$ cat src/rtl/fetch_unit_pkg.sv
// Shared front-end package: branch redirect codes (produced by branch_unit,
// consumed by fetch_unit), ALU compare-op encodings used by branch_unit,
// and fetch constants.
package fetch_unit_pkg;

    typedef enum logic [1:0] {
        BR_NONE  = 2'b00,
        BR_TAKEN = 2'b01,
        BR_JUMP  = 2'b10,
        BR_RSVD  = 2'b11
    } br_e;

    typedef enum logic [2:0] {
        CMP_EQ  = 3'd0,
        CMP_NE  = 3'd1,
        CMP_LT  = 3'd2,
        CMP_GE  = 3'd3,
        CMP_LTU = 3'd4,
        CMP_GEU = 3'd5
    } cmp_op_e;

    localparam logic [31:0] NOP_INSTR = 32'h0000_0013;
    localparam logic [31:0] PC_STEP   = 32'd4;

    // Only TAKEN and JUMP steer the front end; the reserved code is ignored.
    function automatic logic is_redirect(input logic [1:0] br);
        return (br == BR_TAKEN) || (br == BR_JUMP);
    endfunction

endpackage

$ cat src/rtl/pc_next.sv
// Next-PC selection for the fetch unit.
//   pc       : current fetch address
//   redirect : take target this cycle (highest priority)
//   target   : redirect address, forced word-aligned
//   advance  : step sequentially by 4 (wraps mod 2^32)
//   next_pc  : value the pc register loads at the next edge
module pc_next
    import fetch_unit_pkg::*;
(
    input  logic [31:0] pc,
    input  logic        redirect,
    input  logic [31:0] target,
    input  logic        advance,
    output logic [31:0] next_pc
);

    // Byte offset bits of the target are intentionally dropped.
    logic unused_tgt_lsb;
    assign unused_tgt_lsb = ^target[1:0];

    always_comb begin
        next_pc = pc;
        if (redirect)
            next_pc = {target[31:2], 2'b00};
        else if (advance)
            next_pc = pc + PC_STEP;
    end

endmodule

$ cat src/rtl/fetch_unit.sv
// Instruction fetch unit: issues one request at a time to instruction
// memory, buffers the returned word for decode, and follows redirects from
// branch_unit, discarding a response that is still in flight.
//   clk, rst           : clock, async active-high reset
//   branch, branch_target : redirect code and address
//   stall              : suppresses new requests
//   imem_req/imem_addr : request pulse and address (== pc)
//   imem_rvalid/rdata  : response strobe and instruction word
//   if_valid/if_ready  : handshake to decode
//   if_pc/if_instr     : buffered instruction and its address
module fetch_unit
    import fetch_unit_pkg::*;
#(
    parameter logic [31:0] RESET_PC = 32'h0000_0000
) (
    input  logic        clk,
    input  logic        rst,
    input  logic [1:0]  branch,
    input  logic [31:0] branch_target,
    input  logic        stall,
    output logic        imem_req,
    output logic [31:0] imem_addr,
    input  logic        imem_rvalid,
    input  logic [31:0] imem_rdata,
    output logic        if_valid,
    input  logic        if_ready,
    output logic [31:0] if_pc,
    output logic [31:0] if_instr
);

    typedef enum logic [1:0] {
        S_REQ     = 2'd0,
        S_WAIT    = 2'd1,
        S_HOLD    = 2'd2,
        S_DISCARD = 2'd3
    } state_e;

    state_e      state, state_nx;
    logic [31:0] pc, pc_nx;
    logic        redirect, xfer;
    logic        issue, capture, drain;

    assign redirect  = is_redirect(branch);
    assign xfer      = if_valid & if_ready;
    // State sits at REQ throughout reset, so the request must be masked
    // by rst itself to be low immediately.
    assign imem_req  = issue & ~rst;
    assign imem_addr = pc;

    always_comb begin
        state_nx = state;
        issue    = 1'b0;
        capture  = 1'b0;
        drain    = 1'b0;
        unique case (state)
            S_REQ: begin
                if (!redirect && !stall) begin
                    issue    = 1'b1;
                    state_nx = S_WAIT;
                end
            end
            S_WAIT: begin
                if (redirect)
                    // A response arriving with the redirect is simply dropped;
                    // otherwise it is still owed and must be swallowed later.
                    state_nx = imem_rvalid ? S_REQ : S_DISCARD;
                else if (imem_rvalid) begin
                    capture  = 1'b1;
                    state_nx = S_HOLD;
                end
            end
            S_HOLD: begin
                if (redirect)
                    state_nx = S_REQ;
                else if (xfer) begin
                    drain    = 1'b1;
                    state_nx = S_REQ;
                end
            end
            S_DISCARD: begin
                // Redirects here only move pc; leave once the stale word lands.
                if (imem_rvalid)
                    state_nx = S_REQ;
            end
            default: state_nx = S_REQ;
        endcase
    end

    always_ff @(posedge clk or posedge rst) begin
        if (rst) state <= S_REQ;
        else     state <= state_nx;
    end

    pc_next u_pc_next (
        .pc       (pc),
        .redirect (redirect),
        .target   (branch_target),
        .advance  (capture),
        .next_pc  (pc_nx)
    );

    always_ff @(posedge clk or posedge rst) begin
        if (rst) begin
            pc       <= RESET_PC;
            if_valid <= 1'b0;
            if_pc    <= 32'h0;
            if_instr <= NOP_INSTR;
        end else begin
            pc <= pc_nx;
            if (redirect)
                if_valid <= 1'b0;
            else if (capture) begin
                if_valid <= 1'b1;
                if_pc    <= pc;
                if_instr <= imem_rdata;
            end else if (drain)
                if_valid <= 1'b0;
        end
    end

endmodule

$ cat config.mk
export PLATFORM = sky130hd
export DESIGN_NAME = fetch_unit
export DESIGN_NICKNAME = d
export VERILOG_FILES = /design/src/rtl/fetch_unit_pkg.sv /design/src/rtl/pc_next.sv /design/src/rtl/fetch_unit.sv
export SDC_FILE = /design/constraint.sdc
export NUM_CORES = 1
export LEC_CHECK = 0
export CORE_ASPECT_RATIO = 1.1
export CORE_UTILIZATION = 44
export DETAILED_ROUTE_END_ITERATION = 12
export PLACE_DENSITY = 0.93
export SLEW_MARGIN = 20
export SYNTH_ARGS = -nofsm -noshare
export SYNTH_HDL_FRONTEND = slang
export SYNTH_SLANG_ARGS = --single-unit
$ cat constraint.sdc
create_clock -name clk -period 3.6 [get_ports clk]
set_input_delay 0.72 -clock clk [delete_from_list [all_inputs] [get_ports clk]]
set_output_delay 0.72 -clock clk [all_outputs]
set_load 0.005 [all_outputs]
==> flow_metrics.tcl, run 1 <==
set metrics [dict create \
    clockBufferDepth 2 \
    setup_viol 0 \
    rows 37 \
    ios 169 \
    yosys_warnings 0 \
    die_w_um 96.2 \
    ys_seq_area_frac 0.554 \
    rsz0062_at_grt "no" \
    drt_wl_total_mm 10.8 \
    finalWorstSetupSlack_ns 0.305 \
    fin_worst_skew_ns 0.00785 \
    drv_slew 0 \
    synth_top_area_cell "dfrtp_1" \
    drive_above_1_share 0.172 \
    via_per_inst 5.59 \
    async_flop_share 1.00 \
    syn_area_per_cell_um2 11.8 \
    tns_ns 0 \
    synth.distinct_cells 43 \
    path_clk_slew_ns 0.08 \
    crit_path_end_kind "output pin" \
    drtIter0Drc 201 \
    area_growth_pct 44.3 \
    cts_tree "done" \
    final_hold_viol_count 0 \
    clkLatencyLatePin_ns 0.35 \
    io_buffers 162 \
    pre_cts_slack_ns 0.322 \
    yosys_most_used_dff "dfrtp_1" \
    power_mw 3.96 \
    synth.cell_area_um2 4290 \
    die-area_um2 10200 \
    slew_headroom 0.485 \
    min_period_over_period 0.915 \
    drt_pass1_iterations 5 \
    required_ns 2.88 \
    cap_violations 0 \
    overflow 0 \
    n_fill_cell 682 \
    busiest_layer "met2" \
    synth_common_cells "92 x dfrtp_1, 62 x mux2_2, 24 x nand2_1" \
    clock.fmax_ghz 0.303 \
    ant_nets 0 \
    htree_levels 3 \
    vias 3582 \
    cp-start-kind "input pin" \
    hold_ws_ns 0.510 \
    synth_top_cell_area_share 0.536 \
    drc_errors 0 \
    period_minus_slack_ns 3.30 \
    antenna_cells 0 \
    use_met1 0.283 \
    grt_usage 0.225 \
    min_from "if_instr[19]" \
    synth-seq-cells 95 \
    min_path_type "flip-flop to flip-flop" \
    setup.worst_path.class "input pin to output pin" \
    grt_max_degree 63 \
    wl_per_cell_um 16.9 \
    critPathArrivalTime_ns 2.58 \
    yosys-top-cells-area "dfrtp_1 54%, mux2_2 16%, or4_1 2.8%" \
    start_util 0.457 \
    status "complete, no violations" \
    tightest_slew_ns 0.773 \
    crit_start "branch[1]" \
    cts.sink_count 95 \
    post-cts-setup-buffers 0 \
    nets 593 \
    synth_edf_count 0 \
    cts_resized 0 \
    dpl.hpwl_mm 7.80 \
    vdd_drop_max_mv 0.350 \
    r2r_start "imem_addr[2]" \
    powerDensity_nw_per_um2 638 \
    hold_buffers 0 \
    core-area_um2 9400 \
    cts_root_buf "clkbuf_8" \
    cts_buffers 9 \
    grt_pass1_vias 3513 \
    syn_inst 365 \
    path_max_fanout 2 \
    die_height_um 106 \
    p_leak_nw 2.45 \
    antenna_found_initial 0 \
    grt_pass1_wl_mm 17.4 \
    gp_congestion 0.782 \
    grt_use_met3 0.0483 \
    gr-usage-met2 0.377 \
    yosysMostFrequentCell "dfrtp_1" \
]
==> registers in the layout (all words and copies together), names as in the netlist <==
register,cells
if_instr,32
if_pc,30
if_valid,1
imem_addr,30
state,2
==> layout by cell type, fill, tap and decap left out, types with 4 or more instances in the layout <==
master             n
a21oi_1            4
a31oi_1           17
buf_4              4
clkbuf_8          11
clkdlybuf4s50_1  162
conb_1             4
dfrtp_1           92
inv_1              5
mux2_2            62
nand2_1           24
nand3_1           10
nand4_1            9
nor2_1            21
nor3_1             4
o21ai_0           15
o31ai_1           11
or3_1              5
or4_1             16
xnor2_1            7
==> kinds of logic (layout without fill, tap and decap cells) <==
kind of cell | after synthesis | count (layout) | synth area share
compound gates | 55 | 55 | 0.0822
flops | 95 | 95 | 0.554
fa+ha+maj | 1 | 1 | 0.00291
xor+xnor | 11 | 11 | 0.0224
mux | 63 | 63 | 0.165
other cells | 1 | 4 | 0.000873
simple gates | 108 | 108 | 0.140
buf+inv | 31 | 187 | 0.0321
==> critical path, cell delays in order <==
cell,delay [ns]
clkdlybuf4s50_1,0.51
xor2_2,0.25
or4_1,0.47
nor2_1,0.12
clkdlybuf4s50_1,0.51
==> power by group <==
part | leakage, nW | internal [mW] | total, mW | switching [mW]
registers | 1.12 | 1.49 | 1.79 | 0.296
logic | 1.25 | 1.09 | 1.55 | 0.464
clock network | 0.0854 | 0.281 | 0.617 | 0.336
==> routing by layer <==
layer | part of all wire | wire length (µm)
met3 | 0.077 | 830
met1 | 0.40 | 4350
met4 | 0.017 | 187
met5 | 0 | 0
met2 | 0.50 | 5470
==> path summary, 6_finish.rpt <==
kind                       slack (ns)            end  cells past startpoint
setup / recovery                 0.30       imem_req                      5
hold / removal                   0.51   if_instr[19]                      1
setup reg to reg                 1.17  imem_addr[16]                      5
hold reg to reg                  0.51   if_instr[19]                      1
max in group asynchronous        2.03      if_pc[11]                      3
min in group asynchronous        0.89   if_instr[24]                      2
==> per-stage QoR <==
step                area [µm²]  utilization  std cells
floorplan                 4310            -        368
CTS                       6200        0.659        641
global route              6200        0.659        641
detailed placement        6030        0.642        627
global placement          6030        0.642        627
finish                    6200        0.659        641
==> final cells by class <==
cell class	instances	area [µm²]	share of cell area
well taps	117	146	0.0236
clock inverters	1	5.00	0.000808
multi-input cells	242	1810	0.292
inverters	6	25.0	0.00404
clock buffers	13	159	0.0256
flip-flops and latches	95	2380	0.384
repair buffers	167	1670	0.270
No activity file was read; power rests on OpenSTA's default activity.
==> run 2, diff against run 1 <==
- CORE_UTILIZATION: 44 -> 47
- PLACE_DENSITY: 0.93 -> 0.83
- clock period: 3.6 -> 4.1 ns (I/O delays scaled with it)
==> run 2 against run 1 <==
First-iteration DRC count rose by 11%. Wire length fell by 0.79%. Global-route usage rose by 0.44 points. Cell area rose by 0.93%. Die area fell by 6.3%. Final cell count fell by 0.16%.
==> flow_metrics.tcl, run 2 (synthesis results as in run 1) <==
set metrics [dict create \
    status "complete, no violations" \
    drive_above_1_share 0.177 \
    grt_pass1_wl_mm 16.8 \
    drv_slew 0 \
    top_layer_used "met4" \
    htree_levels 3 \
    io_buffers 162 \
    wl_per_cell_um 16.8 \
    vdd_drop_max_mv 0.367 \
    pwr-share-comb 0.384 \
    antenna_cells 0 \
    netSwitchingPower_uw 989 \
    finish.instance_area_um2 6250 \
    powerDensity_nw_per_um2 571 \
    n_fill_cell 640 \
    start_util 0.484 \
    p_sw_frac 0.277 \
    antenna_found_initial 0 \
    path_max_fanout 2 \
    wl_met3_um 631 \
    layout_common_cells "162 x clkdlybuf4s50_1, 92 x dfrtp_1, 62 x mux2_2" \
    post-cts-setup-buffers 0 \
    grt_pass1_vias 3355 \
    die_w_um 93.1 \
    gp_congestion 0.760 \
    period_minus_slack_ns 3.47 \
    register_area_um2 2380 \
    min_period_over_period 0.846 \
    power_mw 3.57 \
    met1_length_mm 4.47 \
    p_clk_frac 0.178 \
    dpl.hpwl_mm 7.68 \
    ios 169 \
    clock.fmax_ghz 0.288 \
    r2r_start "imem_addr[2]" \
    fin_worst_skew_ns 0.00925 \
    largest_reg_flops 32 \
    die_height_um 102 \
    rsz0062_at_grt "no" \
    cts_root_buf "clkbuf_8" \
    drt_pass1_iterations 4 \
    core-area_um2 8870 \
    p_int_mw 2.58 \
    tightest_slew_ns 0.707 \
    cts_tree "done" \
    die-area_um2 9520 \
    regMostFlops "if_instr" \
    area_growth_pct 45.7 \
    vias 3489 \
    hold_ws_ns 0.510 \
    drt_wl_total_mm 10.8 \
    rows 36 \
    ant_nets 0 \
    min_from "if_instr[21]" \
    crit_start "branch[1]" \
    min_path_type "flip-flop to flip-flop" \
    slew_headroom 0.524 \
    required_ns 3.28 \
    overflow 0 \
    grt_usage 0.229 \
    seqPwrFrac 0.438 \
    final_hold_viol_count 0 \
    cp-start-kind "input pin" \
    p_leak_nw 2.48 \
    nets 593 \
    grt_max_degree 57 \
    path_clk_slew_ns 0.09 \
    cts_resized 0 \
    cap_violations 0 \
    cts.sink_count 95 \
    place_area_um2 6050 \
    wl_met2_mm 5.42 \
    drc_errors 0 \
    drtIter0Drc 223 \
    via_per_inst 5.45 \
    multiInputGateArea_um2 1810 \
    tns_ns 0 \
    crit_path_end_kind "output pin" \
    cts_buffers 9 \
    critPathArrivalTime_ns 2.65 \
    clockBufferDepth 2 \
    setup_viol 0 \
    hold_buffers 0 \
    setup.worst_path.class "input pin to output pin" \
    clkLatencyLatePin_ns 0.37 \
    layout.cells.most_common "clkdlybuf4s50_1" \
]
==> run 2: cell types whose count changed in the layout (fill, tap and decap cells not counted) <==
cell / delta
bufinv_16: +1
clkinv_2: +2
buf_12: +2
buf_4: -2
clkbuf_1: -1
==> run 2: path summary, 6_finish.rpt <==
path,depth (start not counted),endpoint,slack (ns)
max,5,imem_req,0.63
min,1,if_instr[21],0.51
max reg2reg,5,imem_addr[16],1.64
min reg2reg,1,if_instr[21],0.51
max in group asynchronous,3,if_instr[1],2.52
min in group asynchronous,2,imem_addr[9],0.87
==> run 2: cell type report <==
type / instances / area share
Inverter: 6 / 0.00400
Sequential cell: 95 / 0.381
Clock inverter: 4 / 0.00720
Tap cell: 114 / 0.0228
Multi-Input combinational cell: 242 / 0.289
Clock buffer: 12 / 0.0248
Timing Repair Buffer: 167 / 0.271
==> run 2: power groups by stage <==
stage	Combinational, mW	Sequential [mW]	Clock (mW)
2_1_floorplan	0.469	1.57	0
3_3_place_gp	1.35	1.55	0
3_5_place_dp	1.38	1.58	0
4_1_cts	1.39	1.57	0.645
5_1_grt	1.47	1.62	0.685
6_report	1.37	1.56	0.635
==> run 2: worst max-delay path, stage by stage <==
cell,delay [ns]
clkdlybuf4s50_1,0.50
xor2_2,0.25
or4_1,0.44
nor2_1,0.10
clkdlybuf4s50_1,0.53
==> run 2: metrics by stage <==
| stage | worst slack [ns] | utilization | cells |
|---|---|---|---|
| after floorplan | 0.808 | - | 368 |
| after global placement | 0.648 | 0.682 | 624 |
| after detailed placement | 0.644 | 0.682 | 624 |
| after CTS | 0.628 | 0.705 | 640 |
| after global routing | 0.514 | 0.705 | 640 |
| final | 0.631 | 0.705 | 640 |
==> run 2: metal layers <==
| metal | track usage | vias to the layer above |
|---|---|---|
| met4 | 0.105 | 0 |
| li1 | - | 1645 |
| met3 | 0.0454 | 21 |
| met2 | 0.381 | 128 |
| met1 | 0.291 | 1695 |
| met5 | 0 | - |
==> run 3, diff against run 2 <==
- CORE_UTILIZATION: 47 -> 44
- PLACE_DENSITY: 0.83 -> 0.78
- clock period: 4.1 -> 3.6 ns (I/O delays scaled with it)
==> run 3 against run 2 <==
Global-route usage decreased by 0.57 points. Critical path type unchanged. Cell area unchanged. Wire length increased by 1.8%. Highest routed layer unchanged. Power increased by 15%.
==> flow_metrics.tcl, run 3 (synthesis results as in run 1) <==
set metrics [dict create \
    dpl.hpwl_mm 7.83 \
    clockBufferDepth 2 \
    clock.fmax_ghz 0.306 \
    min_period_over_period 0.907 \
    rows 37 \
    drtIter0Drc 205 \
    wl_per_cell_um 17.0 \
    largest_reg_flops 32 \
    via_per_inst 5.48 \
    powerDensity_nw_per_um2 657 \
    grt_usage 0.223 \
    die-area_um2 10200 \
    grt_max_degree 44 \
    final_hold_viol_count 0 \
    cts_resized 0 \
    cts.sink_count 95 \
    critPathArrivalTime_ns 2.54 \
    slew_headroom 0.494 \
    cts_root_buf "clkbuf_8" \
    drc_errors 0 \
    grt_pass1_vias 3512 \
    vdd_drop_max_mv 0.347 \
    drt_pass1_iterations 4 \
    cp-start-kind "input pin" \
    period_minus_slack_ns 3.26 \
    htree_levels 3 \
    area_growth_pct 45.7 \
    cts_tree "done" \
    path_cells "clkdlybuf4s50_1 -> xor2_2 -> or4_1 -> nor2_1 -> clkdlybuf4s50_1" \
    path_max_fanout 2 \
    fin_worst_skew_ns 0.0146 \
    cpMaxStageDelayCell "clkdlybuf4s50_1" \
    crit_top_cell "clkdlybuf4s50_1" \
    n_fill_cell 751 \
    cap_violations 0 \
    tightest_slew_ns 0.752 \
    ant_nets 0 \
    core-area_um2 9400 \
    clkLatencyLatePin_ns 0.36 \
    path_clk_slew_ns 0.09 \
    crit_path_end_kind "output pin" \
    drt_wl_total_mm 10.9 \
    die_w_um 96.2 \
    drv_slew 0 \
    setup.worst_path.class "input pin to output pin" \
    layout_common_cells "162 x clkdlybuf4s50_1, 92 x dfrtp_1, 62 x mux2_2" \
    hold_buffers 0 \
    status "complete, no violations" \
    cts_buffers 9 \
    start_util 0.457 \
    min_path_type "flip-flop to flip-flop" \
    grt_pass1_wl_mm 17.2 \
    antenna_cells 0 \
    layout.cells.most_common "clkdlybuf4s50_1" \
    gp_congestion 0.762 \
    tns_ns 0 \
    setup_viol 0 \
    die_height_um 106 \
    antenna_found_initial 0 \
    overflow 0 \
    regMostFlops "if_instr" \
    post-cts-setup-buffers 0 \
    io_buffers 162 \
    cpPeakStageDelay_ns 0.51 \
    nets 595 \
    power_mw 4.11 \
    vias 3537 \
    rsz0062_at_grt "no" \
    drive_above_1_share 0.180 \
    ios 169 \
    required_ns 2.88 \
    p_leak_nw 2.49 \
]
## run 3: cell types whose count changed in the layout (fill, tap and decap cells not counted)
| cell | previous run | this run |
|---|---|---|
| buf_12 | 3 | 0 |
| buf_4 | 2 | 7 |
| inv_6 | 0 | 2 |
| bufinv_16 | 1 | 2 |
| clkinv_2 | 3 | 1 |
| clkinv_4 | 0 | 1 |
| clkbuf_8 | 11 | 9 |
## run 3: path summary, 6_finish.rpt
kind | start | to | slack, ns | cells after the start
max | branch[1] | imem_req | 0.34 | 5
min reg2reg | if_pc[10] | if_pc[10] | 0.51 | 1
max reg2reg | imem_addr[2] | imem_addr[18] | 1.14 | 5
max in group asynchronous | rst | if_instr[4] | 2.12 | 3
min in group asynchronous | rst | if_instr[24] | 0.75 | 2
min | if_pc[10] | if_pc[10] | 0.51 | 1
## run 3: area by class of cell
| type | count | area (µm²) | area share |
|---|---|---|---|
| timing repair buffer | 169 | 1670 | 0.268 |
| clock inverter | 6 | 91.3 | 0.0146 |
| inverter | 6 | 25.0 | 0.00400 |
| clock buffer | 10 | 128 | 0.0204 |
| sequential | 95 | 2380 | 0.381 |
| multi-input combinational | 242 | 1810 | 0.289 |
| tap | 117 | 146 | 0.0234 |
## run 3: stage by stage
step	cells	hold WS, ns	instance area, µm²	util	setup WS, ns
CTS	645	0.514	6250	0.666	0.324
global route	645	0.527	6250	0.666	0.241
floorplan	368	0.505	4310	-	0.408
detailed placement	629	0.494	6040	0.642	0.353
global placement	629	0.488	6040	0.642	0.337
finish	645	0.512	6250	0.666	0.337
## run 3: power by group
| group | total, mW | switching, mW | internal (mW) |
|---|---|---|---|
| clock network | 0.780 | 0.383 | 0.397 |
| registers | 1.77 | 0.284 | 1.49 |
| logic | 1.56 | 0.470 | 1.09 |
## run 3: critical path, delay by kind of cell
| kind | cells | cell delay, ns |
|---|---|---|
| buf+inv | 2 | 1.01 |
| xor+xnor | 1 | 0.25 |
| simple gates | 2 | 0.56 |
## run 3: routing by layer
metal	share of wire	global-route usage
met1	0.42	0.285
met2	0.50	0.358
met3	0.059	0.0527
met4	0.016	0.0970
met5	0	0
